===== src/rtl/divider_seq_param.sv =====
// Parametrised radix-2 sequential restoring divider, signed/unsigned.
// Optional macro DIVIDER_LZ_SKIP_EN skips leading-zero iterations.
module divider_seq_param #(
    parameter int W_DVD = 16,
    parameter int W_DVS = 8,
    parameter int W_CNT = 5
) (
    input  logic             clock,
    input  logic             reset,
    input  logic             start,
    input  logic             signed_mode,
    input  logic [W_DVD-1:0] dividend,
    input  logic [W_DVS-1:0] divisor,
    output logic             busy,
    output logic             done,
    output logic [W_DVD-1:0] quotient,
    output logic [W_DVS-1:0] remainder,
    output logic             div_by_zero,
    output logic             overflow
);

    typedef enum logic [1:0] {
        S_IDLE,
        S_CALC,
        S_FIX,
        S_ZERO
    } state_t;

    state_t state, state_nx;

    logic [W_DVD-1:0] acc;
    logic [W_DVS-1:0] rem;
    logic [W_DVS:0]   dvs_mag;
    logic [W_CNT-1:0] cnt;
    logic             dvd_neg;
    logic             q_neg;
    logic             ovf_pend;

    logic             dvd_sgn;
    logic             dvs_sgn;
    logic [W_DVD:0]   dvd_ext;
    logic [W_DVD:0]   dvd_abs;
    logic [W_DVS:0]   dvs_ext;
    logic [W_DVS:0]   dvs_abs;
    logic [W_DVD-1:0] dvd_mag;
    logic [W_DVS:0]   partial;
    logic [W_DVS+1:0] trial;
    logic             q_bit;
    logic [W_DVS-1:0] rem_nx;
    logic [W_DVD-1:0] acc_init;
    logic [W_CNT-1:0] cnt_init;
    logic             unused_bits;

    // Operand magnitudes; one extra bit so MIN negates exactly.
    assign dvd_sgn = signed_mode & dividend[W_DVD-1];
    assign dvs_sgn = signed_mode & divisor[W_DVS-1];
    assign dvd_ext = {dvd_sgn, dividend};
    assign dvs_ext = {dvs_sgn, divisor};
    assign dvd_abs = dvd_sgn ? -dvd_ext : dvd_ext;
    assign dvs_abs = dvs_sgn ? -dvs_ext : dvs_ext;
    assign dvd_mag = dvd_abs[W_DVD-1:0];

    // One restoring step: bring down next dividend bit, trial subtract.
    assign partial = {rem, acc[W_DVD-1]};
    assign trial   = {1'b0, partial} - {1'b0, dvs_mag};
    assign q_bit   = ~trial[W_DVS+1];
    assign rem_nx  = q_bit ? trial[W_DVS-1:0] : partial[W_DVS-1:0];

    // Magnitude top bit is always zero after truncation; trial bit W_DVS
    // is zero whenever it is kept.
    assign unused_bits = ^{dvd_abs[W_DVD], trial[W_DVS]};

`ifdef DIVIDER_LZ_SKIP_EN
    logic [W_CNT-1:0] lz;

    // Leading zeros of the dividend magnitude, capped at W_DVD-1.
    always_comb begin
        lz = W_CNT'(W_DVD - 1);
        for (int i = 0; i < W_DVD; i++) begin
            if (dvd_mag[i]) lz = W_CNT'(W_DVD - 1 - i);
        end
    end

    assign acc_init = dvd_mag << lz;
    assign cnt_init = W_CNT'(W_DVD - 1) - lz;
`else
    assign acc_init = dvd_mag;
    assign cnt_init = W_CNT'(W_DVD - 1);
`endif

    assign busy = (state != S_IDLE);

    // State register.
    always_ff @(posedge clock) begin
        if (reset) state <= S_IDLE;
        else       state <= state_nx;
    end

    // Next-state selection.
    always_comb begin
        state_nx = state;
        unique case (state)
            S_IDLE: begin
                if (start) state_nx = (divisor == '0) ? S_ZERO : S_CALC;
            end
            S_CALC: begin
                if (cnt == '0) state_nx = S_FIX;
            end
            S_FIX:   state_nx = S_IDLE;
            S_ZERO:  state_nx = S_IDLE;
            default: state_nx = S_IDLE;
        endcase
    end

    // Datapath: operand capture, iteration, sign fix-up and results.
    always_ff @(posedge clock) begin
        if (reset) begin
            quotient    <= '0;
            remainder   <= '0;
            div_by_zero <= 1'b0;
            overflow    <= 1'b0;
            done        <= 1'b0;
            acc         <= '0;
            rem         <= '0;
            dvs_mag     <= '0;
            cnt         <= '0;
            dvd_neg     <= 1'b0;
            q_neg       <= 1'b0;
            ovf_pend    <= 1'b0;
        end else begin
            done <= 1'b0;
            unique case (state)
                S_IDLE: begin
                    if (start) begin
                        div_by_zero <= 1'b0;
                        overflow    <= 1'b0;
                        acc         <= acc_init;
                        rem         <= '0;
                        dvs_mag     <= dvs_abs;
                        cnt         <= cnt_init;
                        dvd_neg     <= dvd_sgn;
                        q_neg       <= dvd_sgn ^ dvs_sgn;
                        ovf_pend    <= signed_mode
                                    && dividend == {1'b1, {(W_DVD-1){1'b0}}}
                                    && divisor == '1;
                    end
                end
                S_CALC: begin
                    acc <= {acc[W_DVD-2:0], q_bit};
                    rem <= rem_nx;
                    cnt <= cnt - W_CNT'(1);
                end
                S_FIX: begin
                    quotient  <= q_neg ? -acc : acc;
                    remainder <= dvd_neg ? -rem : rem;
                    overflow  <= ovf_pend;
                    done      <= 1'b1;
                end
                S_ZERO: begin
                    quotient    <= '1;
                    remainder   <= '0;
                    div_by_zero <= 1'b1;
                    done        <= 1'b1;
                end
                default: ;
            endcase
        end
    end

endmodule


===== config.mk =====
export PLATFORM = sky130hd
export DESIGN_NAME = divider_seq_param
export DESIGN_NICKNAME = d
export VERILOG_FILES = /design/src/rtl/divider_seq_param.sv
export SDC_FILE = /design/constraint.sdc
export NUM_CORES = 1
export LEC_CHECK = 0
export CORE_UTILIZATION = 55
export DETAILED_ROUTE_END_ITERATION = 8
export HOLD_SLACK_MARGIN = 0.05
export PLACE_DENSITY = 0.87
export SLEW_MARGIN = 20
export SYNTH_ARGS = -nofsm -noshare
export SYNTH_HDL_FRONTEND = slang
export SYNTH_SLANG_ARGS = --single-unit

===== constraint.sdc =====
create_clock -name clock -period 2.75 [get_ports clock]
set_input_delay 0.4125 -clock clock [delete_from_list [all_inputs] [get_ports clock]]
set_output_delay 0.4125 -clock clock [all_outputs]
set_load 0.05 [all_outputs]

* Yosys cells after proc, flatten, opt, wreduce, memory -nomap -nowiden
Index checks and enable logic that the tools add are counted.
** Operators by class
- $add $sub $neg :: 6
- Eq/ne operators :: 7
- Mux-type cells :: 21
- Bitwise gates (word level) :: 4
- Reductions and logical operators :: 16
** Operators by type and width (count)
- $pmux W16 S2 :: 2
- $mux W16 :: 3
- $neg A16 Y16 :: 2
- $pmux W8 S2 :: 2
- $mux W8 :: 3
- $eq A16 B16 Y1 const B :: 1
- $pmux W5 S2 :: 1
- $reduce_and A2 Y1 :: 5
- $reduce_bool A2 Y1 :: 5
- $sub A9 B9 Y10 :: 1
- $mux W9 :: 1
- $neg A9 Y9 :: 1
- $eq A8 B8 Y1 const B :: 1
- $logic_not A8 Y1 :: 1
- $neg A8 Y8 :: 1
- $mux W2 :: 3
- $pmux W2 S3 :: 1
- $logic_not A5 Y1 :: 1
- $mux W5 :: 1
- $sub A5 B1 Y5 const B :: 1
- $eq A2 B2 Y1 const B :: 2
- $ne A2 B2 Y1 const B :: 2
- $pmux W1 S2 :: 2
- $and A1 B1 Y1 :: 2
- 7 further kinds :: 9
** Storage, ports and cells
- Flip-flop bits (word level) :: 70
- Input bits :: 28
- Output and inout bits :: 28
- Word-level logic and storage cells :: 67

* Longest topological paths before layout
Gate-level depths: netlist of run 1.
- Depth after elaboration :: 4
- Depth in mapped cells :: 9

* Worst setup path after synthesis of run 1
Ideal clock, no wire load.
- Kind :: flip-flop to flip-flop
- From :: register rem[3]
- To :: register rem[2]
- Setup time :: 130 ps
- Data arrival time :: 1841 ps
- Required time :: 2620 ps
- Path slack :: 778 ps
- Cell stages (with the launch flop) :: 8
- Path through :: dfxtp_1 > ha_1 > o211ai_1 > a21o_1 > a211oi_2 > or2_2 > buf_2 > o211ai_1
** Between the ends
- Word-level cells in the longest chain between the ends :: 3
** Ends and longest elaborated chain
- start, declared :: line 32 : logic [W_DVS-1:0] rem;
- start signal, assigned :: line 150 : rem <= rem_nx;
- $sub A9 B9 Y10 :: line 65 : assign trial = {1'b0, partial} - {1'b0, dvs_mag};
- $mux W8 :: line 67 : assign rem_nx = q_bit ? trial[W_DVS-1:0] : partial[W_DVS-1:0];
- $pmux W8 S2 :: line 132 : unique case (state)
Every way passes these cells.
A chain may end at the register's enable or synchronous reset.

* Final worst setup path of run 1
- From :: register rem[5]
- To :: register rem[3]
The elaborated chain is that of the path after synthesis.

==> metrics.yaml, run 1 <==
outcome: "finished, final reports clean"
synth_ff_type: "dfxtp_1"
cts_sinks: 70
synth_cells: 495
synthSimpleGateAreaFrac_pct: 19.41
grt-ovfl-total: 0
arrival_ps: 2460
synth_enable_flop_cells: 0
drt_pass1_iterations: 5
p_total_uw: 3090
routedWlPerCell_um: 15.23
cts-root-buf: "clkbuf_8"
drc: 0
cap_violations: 0
n_fill_cell: 545
synth_cell_type_count: 55
cts_tree: "built"
cts_repair_resize_count: 0
fmax_mhz: 456.9
p_sw_uw: 1013
placed_cell_area_um2: 4643
clkPwrFrac_pct: 33.3
fp-row-count: 30
ir_worst_vdd_mv: 0.3194
postRouteWirelength_um: 9867
required_ps: 3020
grt_max_degree: 35
dieHeight_um: 87.03
fin_worst_skew_ps: 8.690
synth_top_family_by_area: "compound AO/OA/AOI/OAI gates"
crit_type: "flop to flop"
hold_viol: 0
crit_path_start_kind: "flop"
leakage_uw: 0.001740
clk_latency_ps: 350
diodes: 0
ant_nets: 0
synth_async_sr_flop_share_pct: 0
clkTransAtPathRegs_ps: 70
area_delta_synth_final_pct: 23.00
dpl.hpwl_um: 7285
relSlewSlack_pct: 61.26
internal_power_uw: 2077
hold_ws_ps: 466.4
fin_crit_ps: 2188
die_area_um2: 7573
grt_pass1_wl_um: 16320
core_area_um2: 6907
synthMuxAreaShare_pct: 0.5035
critPathMaxFanout: 10
end_kind: "flop"
power.density_nw_per_um2: 631.8
yosys.area_share.adder_pct: 5.538
ys_ff_latch: 70
h-tree-depth: 3
grt_pass1_vias: 3529
tns_ps: 0
gp_congestion: 0.8377
worst_pin_slew_ps: 579.0
finalSetupViolCount: 0
postCtsHoldBufs: 0
avgSynthCellArea_um2: 8.033
fin_area_um2: 4891
seq_area_frac_synth_pct: 35.24
start_util_pct: 57.57
fin_crit_sh_pct: 79.58
grt.total_usage_pct: 27.72
drive_above_1_share_pct: 7.428
cts_setup_buffers: 0
die_x_um: 87.03
maxSlewViolCount: 0
hold_class: "flop to flop"
synth-compound-area-share_pct: 25.39
rsz0062_at_grt: "no"
grt_antenna_before_repair: 0
syn_area_um2: 3976
synth_warnings: 0
switching_share_pct: 32.77
cts_buffers: 9
drt_iter0_markers: 252
vias: 3862
clk_path_buf_depth: 2
io_buffer_count: 55
pwr-share-seq_pct: 38.8
synthXorXnorAreaFrac_pct: 8.590
post_drt_via_cell_ratio: 5.960
syn-num-nets: 540
boundaryPins: 56
layout.nets: 592
p_comb_share_pct: 27.9
## sequential cells by signal (all words and copies together), names as in the netlist
name	count
done	1
dvd_neg	1
dvs_mag	9
div_by_zero	1
overflow	1
ovf_pend	1
quotient	16
cnt	5
q_neg	1
state	2
rem	8
acc	16
remainder	8
## power by group through the flow
stage	clock network (uW)	registers, uW	logic (uW)
2_1_floorplan	0	1260	553
3_3_place_gp	0	1210	821
3_5_place_dp	0	1220	850
4_1_cts	1040	1200	857
5_1_grt	1080	1210	945
6_report	1030	1200	864
## routing by layer
metal,vias up,routed length [um],track usage (%)
met1,1792,4398,36.40
met3,11,683,7.393
li1,1900,-,-
met4,0,119,10.00
met2,159,4666,43.74
met5,-,0,0
## stage by stage
step	setup WS [ps]	util, %	std cells
after global placement	393.2	67.23	632
after CTS	577.3	70.82	648
after floorplan	778.4	-	495
after global routing	332.9	70.82	648
after detailed placement	283.4	67.23	632
final	561.5	70.82	648
## kinds of logic (layout without fill, tap and decap cells)
family | after synthesis | after routing
AO/OA/AOI/OAI | 146 | 146
flip-flops | 70 | 70
XOR/XNOR | 39 | 39
adder cells (fa/ha/maj) | 17 | 17
multiplexers | 2 | 2
AND/OR/NAND/NOR | 165 | 165
buffers and inverters | 56 | 113
## worst max-delay path: stages (launching register included)
cell and delay [ps]:
dfxtp_1 480, ha_1 340, a21oi_1 330, o21ai_1 290, or2_2 440, o211ai_1 230
## Yosys cell counts (all sizes together) (9+ instances only)
master | instances | area share (%)
a311oi | 9 | 2.0
nor2 | 58 | 5.5
a211oi | 16 | 3.1
a22oi | 15 | 2.8
o211ai | 15 | 2.8
a21oi | 34 | 4.3
nor3 | 11 | 1.4
clkbuf | 25 | 2.4
dfxtp | 70 | 35
nand2 | 50 | 4.7
xor2 | 16 | 3.5
o21ai | 15 | 1.9
inv | 28 | 2.6
xnor2 | 23 | 5.1
ha | 16 | 5.0
## layout make-up
class,instances,area [um2],share of cell area [%]
Clock inverter,5,106.4,2.174
Timing Repair Buffer,69,648.1,13.25
Clock buffer,11,141.4,2.891
Multi-Input combinational cell,369,2369,48.43
Sequential cell,70,1401,28.65
Inverter,28,105.1,2.149
Tap cell,96,120.1,2.456
## worst paths after layout
kind	slack [ps]	cells after the start	to	startpoint
setup / recovery	560	5	rem[3]	rem[5]
hold reg to reg	470	2	dvs_mag[7]	dvs_mag[7]
hold / removal	470	2	dvs_mag[7]	dvs_mag[7]
setup reg to reg	560	5	rem[3]	rem[5]
## placed cells by master, fill, tap and decap left out, types with 3 or more instances in the layout
| cell type | count |
|---|---|
| dfxtp_1 | 70 |
| clkbuf_8 | 10 |
| a211oi_1 | 15 |
| a221oi_1 | 3 |
| or4_1 | 5 |
| a22oi_1 | 15 |
| bufinv_16 | 3 |
| nand3_1 | 8 |
| nor2_1 | 58 |
| nor4_1 | 4 |
| o31ai_1 | 7 |
| xnor2_1 | 23 |
| o22ai_1 | 7 |
| inv_1 | 28 |
| a31oi_1 | 5 |
| buf_4 | 15 |
| a2111oi_0 | 5 |
| ha_1 | 16 |
| nor3_1 | 11 |
| clkdlybuf4s50_1 | 53 |
| or3_1 | 5 |
| nor3b_1 | 4 |
| nand2b_1 | 4 |
| a21oi_1 | 34 |
| xor2_1 | 16 |
| a311oi_1 | 9 |
| o211ai_1 | 15 |
| nand2_1 | 50 |
| o21ai_0 | 14 |
Note: power is estimated with default switching activity, not from simulation.
==> run 2, diff against run 1 <==
--- a/config.mk
+++ b/config.mk
@@ -5,10 +5,10 @@
 export SDC_FILE = /design/constraint.sdc
 export NUM_CORES = 1
 export LEC_CHECK = 0
-export CORE_UTILIZATION = 55
+export CORE_UTILIZATION = 50
 export DETAILED_ROUTE_END_ITERATION = 8
 export HOLD_SLACK_MARGIN = 0.05
-export PLACE_DENSITY = 0.87
+export PLACE_DENSITY = 0.84
 export SLEW_MARGIN = 20
 export SYNTH_ARGS = -nofsm -noshare
 export SYNTH_HDL_FRONTEND = slang
==> constraint.sdc (replaced) <==
create_clock -name clock -period 1.8 [get_ports clock]
set_input_delay 0.27 -clock clock [delete_from_list [all_inputs] [get_ports clock]]
set_output_delay 0.27 -clock clock [all_outputs]
set_load 0.05 [all_outputs]
==> metrics.yaml, run 2 (synthesized netlist as in run 1, its figures left out) <==
outcome: "complete, but fails checks"
violations: "setup timing"
h-tree-depth: 3  # unchanged
critPathMaxFanout: 2  # -8
drive_above_1_share_pct: 26.95  # +20 points
rsz0062_at_grt: "yes"
final_cell_mix: "buf_4 (86), nor2_1 (58), dfxtp_1 (57)"
critPathLaunch: "acc[15]"
gp_congestion: 0.8977  # +7.2%
required_ps: 2080  # -940 ps
maxSlewViolCount: 0  # unchanged
die_area_um2: 8313  # +9.8%
cts_buffers: 9  # unchanged
p_total_uw: 4799  # +55%
clkTransAtPathRegs_ps: 70  # about the same
start_util_pct: 51.46  # -6.1 points
io_buffer_count: 55  # unchanged
leakage_uw: 0.002218  # +27%
dp.cells: 706  # +12%
crit_chain: "inv_2 > ha_4 > inv_2 > fa_2 > a211o_1 > a2111oi_2 > nand3b_1 > o211ai_1 > o211ai_1"
drt_pass1_iterations: 5  # unchanged
worst_pin_slew_ps: 533.0  # -46.00 ps
crit_type: "flop to flop"
grt_pass1_vias: 3888  # +10%
ant_nets: 0  # unchanged
crit_path_start_kind: "flop"
reg.largest.list: "acc: 16 flops, quotient: 16 flops, dvs_mag: 9 flops"
dpl.hpwl_um: 8181  # +12%
fp-row-count: 32  # +6.7%
dieHeight_um: 91.18  # +4.8%
grt_max_degree: 36  # +2.9%
core_area_um2: 7727  # +12%
seqCellArea_um2: 1423  # +1.5%
vias: 4317  # +12%
placed_cell_area_um2: 5226  # +13%
hold_class: "primary input to flop"
arrival_ps: 2290  # -170 ps
grt-ovfl-total: 0  # unchanged
grt_pass1_wl_um: 18060  # +11%
cts-root-buf: "clkbuf_8"
cts_tree: "built"
fin_area_um2: 5685  # +16%
finalSetupViolCount: 6  # +6
area_delta_synth_final_pct: 42.98
hp-start: "reset"
grt.total_usage_pct: 26.90  # -0.82 points
diodes: 0  # unchanged
drc: 0  # unchanged
critPathSlowestCell: "a2111oi_2"
end_kind: "flop"
critical-path-max-stage-delay_ps: 380  # -100 ps
relSlewSlack_pct: 64.41  # +3.2 points
fin_crit_ps: 2011  # -177.7 ps
n_fill_cell: 486  # -11%
fin_ws_ps: -210.8  # -772.3 ps
routedWlPerCell_um: 16.16  # +6.1%
postRouteWirelength_um: 11780  # +19%
ir_worst_vdd_mv: 0.3715  # +16%
fmax_mhz: 497.3  # +8.8%
hold_viol: 0  # unchanged
fin_cells: 729  # +13%
drt_iter0_markers: 325  # +29%
clk_latency_ps: 360  # about the same
post_drt_via_cell_ratio: 5.922  # -0.64%
final_common_cell: "buf_4"
die_x_um: 91.18  # +4.8%
cap_violations: 0  # unchanged
r2r_start: "acc[15]"
fin_crit_sh_pct: 111.7  # +32 points
layout.nets: 667  # +13%
multiInputGateArea_um2: 2610  # +10%
clk_path_buf_depth: 2  # unchanged
rrSetupSlack_ps: -210  # -770 ps
boundaryPins: 56  # unchanged
grt_antenna_before_repair: 0  # unchanged
cts_sinks: 70  # unchanged
fin_worst_skew_ps: 10.47  # +1.784 ps
power.density_nw_per_um2: 844.0  # +34%
-- run 2: worst paths after layout --
| kind | end | cells past startpoint |
|---|---|---|
| worst max-delay path | rem[6] | 9 |
| worst min-delay path | rem[0] | 4 |
| worst max register to register | rem[6] | 9 |
| worst min register to register | dvs_mag[7] | 2 |
-- run 2: cell type report --
type / instances / share of cell area, %
flip-flops and latches: 70 / 25.02
repair buffers: 144 / 21.99
multi-input cells: 369 / 45.91
well taps: 102 / 2.245
inverters: 28 / 1.915
clock buffers: 10 / 2.245
clock inverters: 6 / 0.6822
-- run 2: metal layers --
metal,vias up,track usage [%],share of wire [%]
li1,2056,-,-
met1,2031,35.32,43
met2,206,44.07,48
met3,24,4.271,7.0
met4,0,10.71,1.9
met5,-,0,0
-- run 2: per-stage QoR --
stage	setup WS (ps)	utilization (%)	hold slack, ps	setup TNS [ps]
final	-210.8	73.58	349.9	-673.8
after global routing	-334.5	73.58	391.9	-1614
after CTS	-157.7	70.56	330.9	-502.2
after detailed placement	-428.2	67.63	449.9	-7668
after global placement	-323.6	67.63	447.3	-4907
after floorplan	-133.2	-	406.0	-261.2
-- run 2: worst max-delay path: cells and delay by family (launching register included) --
family / cells / cell delay [ps]
AOI/OAI and AO/OA: 4 / 890
adders and majority gates: 2 / 460
DFF: 1 / 330
and+or+nand+nor: 1 / 170
buffers and inverters: 2 / 90
-- run 2: power breakdown --
group          internal (uW)  total (uW)  switching [uW]  leakage [uW]
clock                    494        1120             622     0.0000820
combinational            856        1870            1010       0.00156
sequential              1680        1820             135      0.000578
total                   3030        4800            1770       0.00222
-- run 2: repair_timing --
item | 4_1_cts | 5_1_grt
pin swaps | 10 | 26
hold buffers | 0 | 0
buffers inserted | 2 | 5
endpoints found under the hold margin | 0 | 0
gates resized for setup | 14 | 56
setup endpoints to repair | 7 | 34
